<file path="src/rtl/cu_pkg.sv">
// Shared definitions for the multicycle RV32I control unit: opcode values,
// FSM state encoding and the datapath select encodings.
package cu_pkg;

  // Opcode field values (IR[6:0])
  localparam logic [6:0] LW      = 7'b0000011;
  localparam logic [6:0] SW      = 7'b0100011;
  localparam logic [6:0] RTYPE   = 7'b0110011;
  localparam logic [6:0] ITYPE   = 7'b0010011;
  localparam logic [6:0] JALI    = 7'b1101111;
  localparam logic [6:0] BRANCHI = 7'b1100011;
  localparam logic [6:0] JALRI   = 7'b1100111;
  localparam logic [6:0] AUIPCI  = 7'b0010111;
  localparam logic [6:0] LUII    = 7'b0110111;

  // funct7 value marking an M-extension R-type instruction
  localparam logic [6:0] F7_MULDIV = 7'b0000001;

  // alu_src_a encodings
  localparam logic [1:0] SRC_A_PC    = 2'b00;
  localparam logic [1:0] SRC_A_RS1   = 2'b01;
  localparam logic [1:0] SRC_A_OLDPC = 2'b10;
  localparam logic [1:0] SRC_A_ZERO  = 2'b11;

  // alu_src_b encodings
  localparam logic [1:0] SRC_B_RS2  = 2'b00;
  localparam logic [1:0] SRC_B_FOUR = 2'b01;
  localparam logic [1:0] SRC_B_IMM  = 2'b10;

  // pc_source encodings
  localparam logic [1:0] PCSRC_ALU    = 2'b00;
  localparam logic [1:0] PCSRC_ALUOUT = 2'b01;
  localparam logic [1:0] PCSRC_TRAP   = 2'b10;

  // aluop encodings
  localparam logic [1:0] ALUOP_ADD    = 2'b00;
  localparam logic [1:0] ALUOP_BRANCH = 2'b01;
  localparam logic [1:0] ALUOP_FUNCT  = 2'b10;

  // FSM states, 5-bit encoding
  typedef enum logic [4:0] {
    S_FETCH    = 5'd0,
    S_DECODE   = 5'd1,
    S_MEMADR   = 5'd2,
    S_MEMREAD  = 5'd3,
    S_MEMWB    = 5'd4,
    S_MEMWRITE = 5'd5,
    S_EXECUTER = 5'd6,
    S_EXECUTEI = 5'd7,
    S_EXEC_MD  = 5'd8,
    S_ALUWB    = 5'd9,
    S_JAL      = 5'd10,
    S_JALR     = 5'd11,
    S_BRANCH   = 5'd12,
    S_AUIPC    = 5'd13,
    S_LUI      = 5'd14,
    S_TRAP     = 5'd15
  } state_e;

endpackage

</file>
<file path="src/rtl/mc_control_unit_if.sv">
// Control-unit <-> datapath/memory bundle. The master side is the control
// unit (drives selects and enables), the slave side is the datapath.
//
// Handshake: memory_read / memory_write act as a request "valid" and are held
// stable until the memory answers with mem_ready=1 (the "ready"); the access
// completes in the cycle where request and mem_ready are both high.
interface mc_control_unit_if;
  logic [6:0] instruction_opcode;
  logic [6:0] funct7;
  logic       mem_ready;

  logic       pc_write;
  logic       ir_write;
  logic       reg_write;
  logic       pc_write_cond;
  logic       lorD;
  logic       memory_to_reg;
  logic       is_immediate;
  logic       memory_read;
  logic       memory_write;
  logic [1:0] pc_source;
  logic [1:0] aluop;
  logic [1:0] alu_src_a;
  logic [1:0] alu_src_b;
  logic       illegal_instr;
  logic       md_start;

  modport master (
    input  instruction_opcode, funct7, mem_ready,
    output pc_write, ir_write, reg_write, pc_write_cond, lorD, memory_to_reg,
           is_immediate, memory_read, memory_write, pc_source, aluop,
           alu_src_a, alu_src_b, illegal_instr, md_start
  );

  modport slave (
    output instruction_opcode, funct7, mem_ready,
    input  pc_write, ir_write, reg_write, pc_write_cond, lorD, memory_to_reg,
           is_immediate, memory_read, memory_write, pc_source, aluop,
           alu_src_a, alu_src_b, illegal_instr, md_start
  );
endinterface

</file>
<file path="src/rtl/cu_cycle_counter.sv">
// 8-bit load/decrement counter with a done flag; times the multi-cycle
// M-extension execute state.
module cu_cycle_counter (
  input  logic       clk,
  input  logic       rst_n,
  input  logic       load_i,
  input  logic [7:0] load_val_i,
  input  logic       dec_i,
  output logic [7:0] count_o,
  output logic       done_o
);

  logic [7:0] count_q, count_d;

  // Load has priority; decrement saturates at zero
  always_comb begin
    count_d = count_q;
    if (load_i) begin
      count_d = load_val_i;
    end else if (dec_i && (count_q != 8'd0)) begin
      count_d = count_q - 8'd1;
    end
  end

  // Counter register, cleared by reset
  always_ff @(posedge clk or negedge rst_n) begin
    if (!rst_n) begin
      count_q <= 8'd0;
    end else begin
      count_q <= count_d;
    end
  end

  assign count_o = count_q;
  assign done_o  = (count_q == 8'd0);

endmodule

</file>
<file path="src/rtl/mc_control_unit.sv">
// Multicycle RV32I control FSM with variable-latency memory handshake and an
// illegal-opcode trap path.
// Optional feature macro: RV32M_EN -- adds the EXEC_MD multi-cycle execute
// state for M-extension R-type instructions (funct7 = 0000001).
module mc_control_unit
  import cu_pkg::*;
#(
  parameter int MD_CYCLES = 32,  // cycles spent in EXEC_MD, 1..255
  parameter bit TRAP_EN   = 1'b1 // 1: undefined opcodes trap; 0: refetch
) (
  input  logic                 clk,
  input  logic                 rst_n,
  mc_control_unit_if.master    bus,
  output state_e               state_o
);

  state_e state_q;
  logic   is_md;

`ifdef RV32M_EN
  localparam logic [7:0] MD_LOAD = 8'(MD_CYCLES - 1);

  logic       md_load;
  logic       md_done;
  logic [7:0] md_count;

  assign is_md   = (bus.funct7 == F7_MULDIV);
  // Reload on the DECODE -> EXEC_MD transition so every entry starts fresh
  assign md_load = (state_q == S_DECODE) && (bus.instruction_opcode == RTYPE) && is_md;

  cu_cycle_counter u_md_counter (
    .clk        (clk),
    .rst_n      (rst_n),
    .load_i     (md_load),
    .load_val_i (MD_LOAD),
    .dec_i      (state_q == S_EXEC_MD),
    .count_o    (md_count),
    .done_o     (md_done)
  );

  // Counter still holds its load value only in the first EXEC_MD cycle
  assign bus.md_start = (state_q == S_EXEC_MD) && (md_count == MD_LOAD);
`else
  logic unused_funct7;

  assign is_md         = 1'b0;
  assign unused_funct7 = ^bus.funct7;
  assign bus.md_start  = 1'b0;
`endif

  // State register and next-state sequencing
  always_ff @(posedge clk or negedge rst_n) begin
    if (!rst_n) begin
      state_q <= S_FETCH;
    end else begin
      case (state_q)
        S_FETCH:    if (bus.mem_ready) state_q <= S_DECODE;
        S_DECODE: begin
          case (bus.instruction_opcode)
            LW, SW:  state_q <= S_MEMADR;
            RTYPE:   state_q <= is_md ? S_EXEC_MD : S_EXECUTER;
            ITYPE:   state_q <= S_EXECUTEI;
            LUII:    state_q <= S_LUI;
            AUIPCI:  state_q <= S_AUIPC;
            JALI:    state_q <= S_JAL;
            JALRI:   state_q <= S_JALR;
            BRANCHI: state_q <= S_BRANCH;
            default: state_q <= TRAP_EN ? S_TRAP : S_FETCH;
          endcase
        end
        S_MEMADR:   state_q <= (bus.instruction_opcode == LW) ? S_MEMREAD : S_MEMWRITE;
        S_MEMREAD:  if (bus.mem_ready) state_q <= S_MEMWB;
        S_MEMWRITE: if (bus.mem_ready) state_q <= S_FETCH;
        S_MEMWB:    state_q <= S_FETCH;
        S_EXECUTER: state_q <= S_ALUWB;
        S_EXECUTEI: state_q <= S_ALUWB;
`ifdef RV32M_EN
        S_EXEC_MD:  if (md_done) state_q <= S_ALUWB;
`endif
        S_AUIPC:    state_q <= S_ALUWB;
        S_LUI:      state_q <= S_ALUWB;
        S_JAL:      state_q <= S_ALUWB;
        S_JALR:     state_q <= S_ALUWB;
        S_ALUWB:    state_q <= S_FETCH;
        S_BRANCH:   state_q <= S_FETCH;
        S_TRAP:     state_q <= S_FETCH;
        default:    state_q <= S_FETCH;
      endcase
    end
  end

  // Moore decode of datapath controls; only FETCH's ir/pc write look at mem_ready
  always_comb begin
    bus.pc_write      = 1'b0;
    bus.ir_write      = 1'b0;
    bus.reg_write     = 1'b0;
    bus.pc_write_cond = 1'b0;
    bus.lorD          = 1'b0;
    bus.memory_to_reg = 1'b0;
    bus.is_immediate  = 1'b0;
    bus.memory_read   = 1'b0;
    bus.memory_write  = 1'b0;
    bus.pc_source     = PCSRC_ALU;
    bus.aluop         = ALUOP_ADD;
    bus.alu_src_a     = SRC_A_PC;
    bus.alu_src_b     = SRC_B_RS2;
    bus.illegal_instr = 1'b0;
    case (state_q)
      S_FETCH: begin
        bus.memory_read = 1'b1;
        bus.alu_src_b   = SRC_B_FOUR;
        bus.ir_write    = bus.mem_ready;
        bus.pc_write    = bus.mem_ready;
      end
      S_DECODE: begin
        bus.alu_src_a = SRC_A_OLDPC;
        bus.alu_src_b = SRC_B_IMM;
      end
      S_MEMADR: begin
        bus.alu_src_a = SRC_A_RS1;
        bus.alu_src_b = SRC_B_IMM;
      end
      S_MEMREAD: begin
        bus.memory_read = 1'b1;
        bus.lorD        = 1'b1;
      end
      S_MEMWRITE: begin
        bus.memory_write = 1'b1;
        bus.lorD         = 1'b1;
      end
      S_MEMWB: begin
        bus.reg_write     = 1'b1;
        bus.memory_to_reg = 1'b1;
      end
      S_EXECUTER, S_EXEC_MD: begin
        bus.alu_src_a = SRC_A_RS1;
        bus.alu_src_b = SRC_B_RS2;
        bus.aluop     = ALUOP_FUNCT;
      end
      S_EXECUTEI: begin
        bus.alu_src_a    = SRC_A_RS1;
        bus.alu_src_b    = SRC_B_IMM;
        bus.aluop        = ALUOP_FUNCT;
        bus.is_immediate = 1'b1;
      end
      S_AUIPC: begin
        bus.alu_src_a = SRC_A_OLDPC;
        bus.alu_src_b = SRC_B_IMM;
      end
      S_LUI: begin
        bus.alu_src_a = SRC_A_ZERO;
        bus.alu_src_b = SRC_B_IMM;
      end
      S_JAL, S_JALR: begin
        bus.alu_src_a    = SRC_A_OLDPC;
        bus.alu_src_b    = SRC_B_FOUR;
        bus.pc_write     = 1'b1;
        bus.pc_source    = PCSRC_ALUOUT;
        bus.is_immediate = (state_q == S_JALR);
      end
      S_ALUWB: begin
        bus.reg_write = 1'b1;
      end
      S_BRANCH: begin
        bus.alu_src_a     = SRC_A_RS1;
        bus.alu_src_b     = SRC_B_RS2;
        bus.aluop         = ALUOP_BRANCH;
        bus.pc_write_cond = 1'b1;
        bus.pc_source     = PCSRC_ALUOUT;
      end
      S_TRAP: begin
        bus.pc_write      = 1'b1;
        bus.pc_source     = PCSRC_TRAP;
        bus.illegal_instr = 1'b1;
      end
      default: ;
    endcase
  end

  assign state_o = state_q;

endmodule

</file>
<file path="src/flat_wrapper.sv">
// flat-port wrapper written by rule: the top's interface ports become plain ports
module mc_control_unit_flat import cu_pkg::*;
#(
  parameter int MD_CYCLES = 32,                                    
  parameter bit TRAP_EN   = 1'b1                                         
)
  (clk, rst_n, state_o, bus_instruction_opcode, bus_funct7, bus_mem_ready, bus_pc_write, bus_ir_write, bus_reg_write, bus_pc_write_cond, bus_lorD, bus_memory_to_reg, bus_is_immediate, bus_memory_read, bus_memory_write, bus_pc_source, bus_aluop, bus_alu_src_a, bus_alu_src_b, bus_illegal_instr, bus_md_start);
  mc_control_unit_if bus_i ();
  input  logic clk;
  input  logic rst_n;
  output state_e state_o;
  input wire logic [$bits(bus_i.instruction_opcode)-1:0] bus_instruction_opcode;
  input wire logic [$bits(bus_i.funct7)-1:0] bus_funct7;
  input wire logic [$bits(bus_i.mem_ready)-1:0] bus_mem_ready;
  output wire logic [$bits(bus_i.pc_write)-1:0] bus_pc_write;
  output wire logic [$bits(bus_i.ir_write)-1:0] bus_ir_write;
  output wire logic [$bits(bus_i.reg_write)-1:0] bus_reg_write;
  output wire logic [$bits(bus_i.pc_write_cond)-1:0] bus_pc_write_cond;
  output wire logic [$bits(bus_i.lorD)-1:0] bus_lorD;
  output wire logic [$bits(bus_i.memory_to_reg)-1:0] bus_memory_to_reg;
  output wire logic [$bits(bus_i.is_immediate)-1:0] bus_is_immediate;
  output wire logic [$bits(bus_i.memory_read)-1:0] bus_memory_read;
  output wire logic [$bits(bus_i.memory_write)-1:0] bus_memory_write;
  output wire logic [$bits(bus_i.pc_source)-1:0] bus_pc_source;
  output wire logic [$bits(bus_i.aluop)-1:0] bus_aluop;
  output wire logic [$bits(bus_i.alu_src_a)-1:0] bus_alu_src_a;
  output wire logic [$bits(bus_i.alu_src_b)-1:0] bus_alu_src_b;
  output wire logic [$bits(bus_i.illegal_instr)-1:0] bus_illegal_instr;
  output wire logic [$bits(bus_i.md_start)-1:0] bus_md_start;
  assign bus_i.instruction_opcode = bus_instruction_opcode;
  assign bus_i.funct7 = bus_funct7;
  assign bus_i.mem_ready = bus_mem_ready;
  assign bus_pc_write = bus_i.pc_write;
  assign bus_ir_write = bus_i.ir_write;
  assign bus_reg_write = bus_i.reg_write;
  assign bus_pc_write_cond = bus_i.pc_write_cond;
  assign bus_lorD = bus_i.lorD;
  assign bus_memory_to_reg = bus_i.memory_to_reg;
  assign bus_is_immediate = bus_i.is_immediate;
  assign bus_memory_read = bus_i.memory_read;
  assign bus_memory_write = bus_i.memory_write;
  assign bus_pc_source = bus_i.pc_source;
  assign bus_aluop = bus_i.aluop;
  assign bus_alu_src_a = bus_i.alu_src_a;
  assign bus_alu_src_b = bus_i.alu_src_b;
  assign bus_illegal_instr = bus_i.illegal_instr;
  assign bus_md_start = bus_i.md_start;
  mc_control_unit #(.MD_CYCLES(MD_CYCLES), .TRAP_EN(TRAP_EN)) u_core (.clk(clk), .rst_n(rst_n), .bus(bus_i), .state_o(state_o));
endmodule
</file>
<file path="config.mk">
export PLATFORM = sky130hd
export DESIGN_NAME = mc_control_unit_flat
export DESIGN_NICKNAME = d
export VERILOG_FILES = /design/src/rtl/cu_pkg.sv /design/src/rtl/mc_control_unit_if.sv /design/src/rtl/cu_cycle_counter.sv /design/src/rtl/mc_control_unit.sv /design/src/flat_wrapper.sv
export SDC_FILE = /design/constraint.sdc
export NUM_CORES = 1
export LEC_CHECK = 0
export ABC_AREA = 0
export BUFFER_PORTS_ARGS = -buffer_cell sky130_fd_sc_hd__buf_2
export CAP_MARGIN = 30
export CORE_MARGIN = 2
export CORE_UTILIZATION = 40
export DETAILED_ROUTE_END_ITERATION = 7
export HOLD_SLACK_MARGIN = 0.1
export PLACE_DENSITY = 0.87
export SLEW_MARGIN = 10
export SYNTH_ARGS = -nofsm -noshare
export SYNTH_HDL_FRONTEND = slang
export SYNTH_SLANG_ARGS = --single-unit
</file>
<file path="constraint.sdc">
create_clock -name clk -period 3.2 [get_ports clk]
set_input_delay 0.16 -clock clk [delete_from_list [all_inputs] [get_ports clk]]
set_output_delay 0.16 -clock clk [all_outputs]
set_load 0.01 [all_outputs]
</file>
* Word level (Yosys, flattened, before mapping)
Cells that the tools add are included.
Widths: inputs -> output; s select.
** Storage, ports and cells
- Register bits after elaboration :: 5
- Latch bits :: 0
- Memory bits (writable) :: 0
- ROM bits :: 0
- Input bits :: 17
- Output and inout port bits :: 24
- Logic and storage cells :: 63
- Memories :: 0
** Cells by class
- Add/subtract/negate cells :: 0
- Multiply operators :: 0
- Divide/modulo/power cells :: 0
- Order comparisons :: 0
- Equality and inequality tests :: 27
- Shifts and indexed selects :: 0
- Mux-type cells :: 20
- Bitwise gates (word level) :: 0
- Reduce and logical (&&, ||, !) cells :: 15
** Operators by type and width (count)
- $eq 5x4->1 const B :: 8
- $pmux 4 s8 :: 1
- $pmux 5 s6 :: 1
- $eq 7x6->1 const B :: 3
- $eq 7x7->1 const B :: 3
- $eq 5x3->1 const B :: 4
- $mux 5 :: 3
- $eq 7x5->1 const B :: 2
- $pmux 2 s2 :: 3
- $reduce_or 3->1 :: 4
- $eq 5x2->1 const B :: 2
- $reduce_or 2->1 :: 5
- $reduce_or 5->1 :: 2
- $mux 1 :: 8
- $eq 7x2->1 const B :: 1
- $ne 2x2->1 const B :: 3
- $pmux 2 s3 :: 1
- $reduce_or 6->1 :: 1
- $eq 5x1->1 const B :: 1
- $logic_not 5->1 :: 1
- $pmux 1 s2 :: 2
- $reduce_or 4->1 :: 1
- $mux 3 :: 1
- $reduce_and 3->1 :: 1

* Depth between registers and ports, before layout
- Word-level depth :: 4
- Mapped depth :: 5
- Depth with buffers taken out :: 5

* Worst setup path after synthesis
OpenSTA, ideal clock, no wires.
- Path type :: flip-flop to output port
- From :: register u_core.state_q[0], in the netlist u_core.state_o[0]
- To :: output bus_pc_write
- Arrival time :: 1.358 ns
- Required time :: 3.040 ns
- Slack :: 1.682 ns
- Stages on the path, launching flop included :: 5
- Buffers on the path :: 2
- Path through :: dfrtp_1 -> clkbuf_1 -> buf_2 -> nor3_1 -> o21bai_1
** Between the ends
- Cells in the longest elaborated chain, start to end :: 3
- Elaborated cells between the ends (all ways) :: 6
- Those cells by class :: 3 x eq/ne; 1 x mux; 2 x reduce/logical
** RTL lines
- start: declaration :: line mc_control_unit.sv:17 : state_e state_q;
- start signal: assignment :: line mc_control_unit.sv:61 : RTYPE: state_q <= is_md ? S_EXEC_MD : S_EXECUTER;
- start signal: assignment :: line mc_control_unit.sv:68 : default: state_q <= TRAP_EN ? S_TRAP : S_FETCH;
- start signal: assignment :: line mc_control_unit.sv:71 : S_MEMADR: state_q <= (bus.instruction_opcode == LW) ? S_MEMREAD : S_MEMWRITE;
- $eq 5x4->1 :: line mc_control_unit.sv:108 : case (state_q)
- $reduce_or 3->1 (no source line)
- $pmux 1 s2 (*) :: line mc_control_unit.sv:108
- end: declaration :: line flat_wrapper.sv:15 : output wire logic [$bits(bus_i.pc_write)-1:0] bus_pc_write;
Every way passes the cells marked *; elsewhere a longest branch is shown, timed or not.

* Worst setup path in the final report
- From :: register u_core.state_q[0], in the netlist u_core.state_o[0]
- To :: register u_core.state_q[0], in the netlist u_core.state_o[0]
** Between the ends
- Cells in the longest elaborated chain, start to end :: 3
- Elaborated cells between the ends (all ways) :: 17
- Those cells by class :: 13 x eq/ne; 1 x mux; 3 x reduce/logical
** RTL lines
- $eq 5x3->1 (tied with other cells) :: line mc_control_unit.sv:56 : case (state_q)
- $reduce_or 6->1 (no source line) / $ne 2x2->1 (equally long branches)
- $pmux 5 s6 / $reduce_and 3->1 (equally long branches)
Parallel ways exist; a longest one is shown, timed or not.
A chain may end at the register's enable or synchronous reset.

==> impl_metrics.yaml <==
run_status:
  outcome: "finished, final reports clean"
sta:
  rsz0062_at_grt: "false"
  max_freq_ghz: 0.546
  slew_violations: 0
  layout_min_cycle_time_ns: 1.83
  setup_viol: 0
  setup_ws_ns: 1.37
  clock_skew_ns: 0.00183
  min_period_over_period: 0.573
  setup_tns_ns: 0
  hold_slack_ns: 0.261
  maxSlewHeadroom: 0.587
  hold_viol: 0
  worst_pin_slew_ns: 0.619
logic_synthesis:
  synth-warning-count: 0
  ys_dominant_reg_cell: "dfrtp_1"
  syn_inst: 88
  yosys-top-cells-area: "dfrtp_1, nor2b_1, nor2_1"
  yosysSeqAreaShare: 0.170
  synth_edf_count: 0
  netlist.top_cell.by_area: "dfrtp_1"
  syn_area_sq_um: 588
  ys_ff_latch: 4
  yosysTopAreaCellShare: 0.170
  avgSynthCellArea_sq_um: 6.68
  async_flop_share: 1.00
  synth_cell_types: 34
cts:
  worstSkewPairLatency_ns: 0.24
  cts_sinks: 4
  cts_tree: "built"
  htreeDepth: 1
  cts_buffers: 3
  holdBufCountCts: 1
  cts.repair.resized: 0
  clk_pin_slew_worst_paths_ns: 0.04
  post-cts-setup-buffer-count: 0
  cts_root_buf: "clkbuf_4"
  cts_buffer_depth: 2
power:
  vdd.ir_drop.worst_mv: 0.350
  powerDensity_nw_per_um2: 915
  power.internal_uw: 328
  swShare: 0.522
  seqPwrFrac: 0.258
  p_clk_frac: 0.093
  combPwrFrac: 0.649
  p_sw_uw: 359
  power_uw: 687
  leakagePower_uw: 0.000360
layout:
  antenna_cells: 0
  area_growth_pct: 27.7
  largest_reg_flops: 4
  drive_gt1_frac: 0.322
  fillCellCount: 132
  fin_nets: 134
  final_common_cell: "buf_2"
  layout_common_cells: "buf_2, nor2_1, nor2b_1"
detailed_routing:
  wire_per_inst_microns: 12.3
  finalWirelength_microns: 1600
  drt_iter0_markers: 15
  drc: 0
  vias: 742
  first_pass_iters: 4
  antenna_left: 0
  viasPerCell: 5.71
worst_setup_path:
  required_ns: 3.32
  path_max_fanout: 21
  crit_type: "register to register"
  worst_setup_path_end_kind: "register"
  start_kind: "register"
  slowest_delay_ns: 0.73
  crit_chain: "nand3_1 -> nor4b_1 -> a21oi_1 -> a2bb2oi_1 -> o221a_1"
  arrival_ns: 1.95
  crit_slowest_cell: "dfrtp_1"
placed_design:
  globalplace.congestion: 0.852
  port-buffer-count: 31
  dp_hpwl_microns: 1170
  pre_cts_slack_ns: 1.42
floorplan:
  num_rows: 13
  io_pins: 41
  initial_core_util: 0.441
  fp.dieW_microns: 42.3
  die_h_microns: 42.3
  core_area_sq_um: 1330
  die_area_sq_um: 1790
global_route:
  grt_overflow: 0
  grt_pass1_wl_microns: 2570
  antenna_found_initial: 0
  grt_max_degree: 22
  track_usage: 0.188
  grt_pass1_vias: 628
min_path:
  min_path_type: "primary input to asynchronous set/reset pin"
run:
  cap_violations: 0
## critical path, delay by kind of cell, from the launching register on
| kind | cells | cell delay [ns] |
|---|---|---|
| flops | 1 | 0.73 |
| compound gates | 3 | 0.49 |
| simple gates | 2 | 0.49 |
## cell type report
cell class	instances	area [sq um]	area share
Multi-Input combinational cell	75	440	0.587
Timing Repair Buffer	32	165	0.220
Tap cell	15	18.8	0.0250
Clock buffer	3	22.5	0.0300
Inverter	1	3.75	0.00500
Sequential cell	4	100	0.133
## through the flow
stage / area (sq um) / utilization / cells
detailed placement: 718 / 0.538 / 126
floorplan: 592 / - / 89
finish: 751 / 0.563 / 130
global route: 751 / 0.563 / 130
CTS: 751 / 0.563 / 130
global placement: 718 / 0.538 / 126
## worst paths after layout
path                                                start                 to  slack, ns  depth (start not counted)
min in group clk                bus_instruction_opcode[4]  u_core.state_o[2]       0.38                          4
worst min register to register          u_core.state_o[3]  u_core.state_o[2]       0.73                          1
worst max register to register          u_core.state_o[0]  u_core.state_o[0]       1.37                          5
max in group asynchronous                           rst_n  u_core.state_o[0]       2.82                          2
worst max-delay path                    u_core.state_o[0]  u_core.state_o[0]       1.37                          5
worst min-delay path                                rst_n  u_core.state_o[1]       0.26                          2
## cells in the mapped netlist (all sizes together) (2+ instances only)
master	instances
nor2b	9
o21ai	4
nor2	14
a22o	2
a21boi	2
a21oi	5
clkbuf	4
nand2	7
a32oi	2
xnor2	2
dfrtp	4
nand3	3
nand2b	3
buf	5
nor3	6
## power by group through the flow
stage	registers, uW	clock network (uW)	logic, uW
after global placement	169	0	430
final	177	64.1	446
after floorplan	105	0	364
after global routing	189	68.5	492
after detailed placement	176	0	443
after CTS	175	65.5	447
## kinds of logic after synthesis
group           count (synthesis)  share of synthesized area
mux                             1                     0.0191
buf+inv                        10                     0.0872
xor+xnor                        2                     0.0298
other cells                     1                    0.00638
flops                           4                      0.170
simple gates                   48                      0.428
compound gates                 22                      0.260
## per-layer routing
metal | wire length [microns] | share of wire | GRT usage
met2 | 767 | 0.48 | 0.311
met5 | 0 | 0 | 0
met4 | 61 | 0.038 | 0.150
met3 | 123 | 0.077 | 0.0259
met1 | 651 | 0.41 | 0.212
Power figures use the tool's default switching activity.
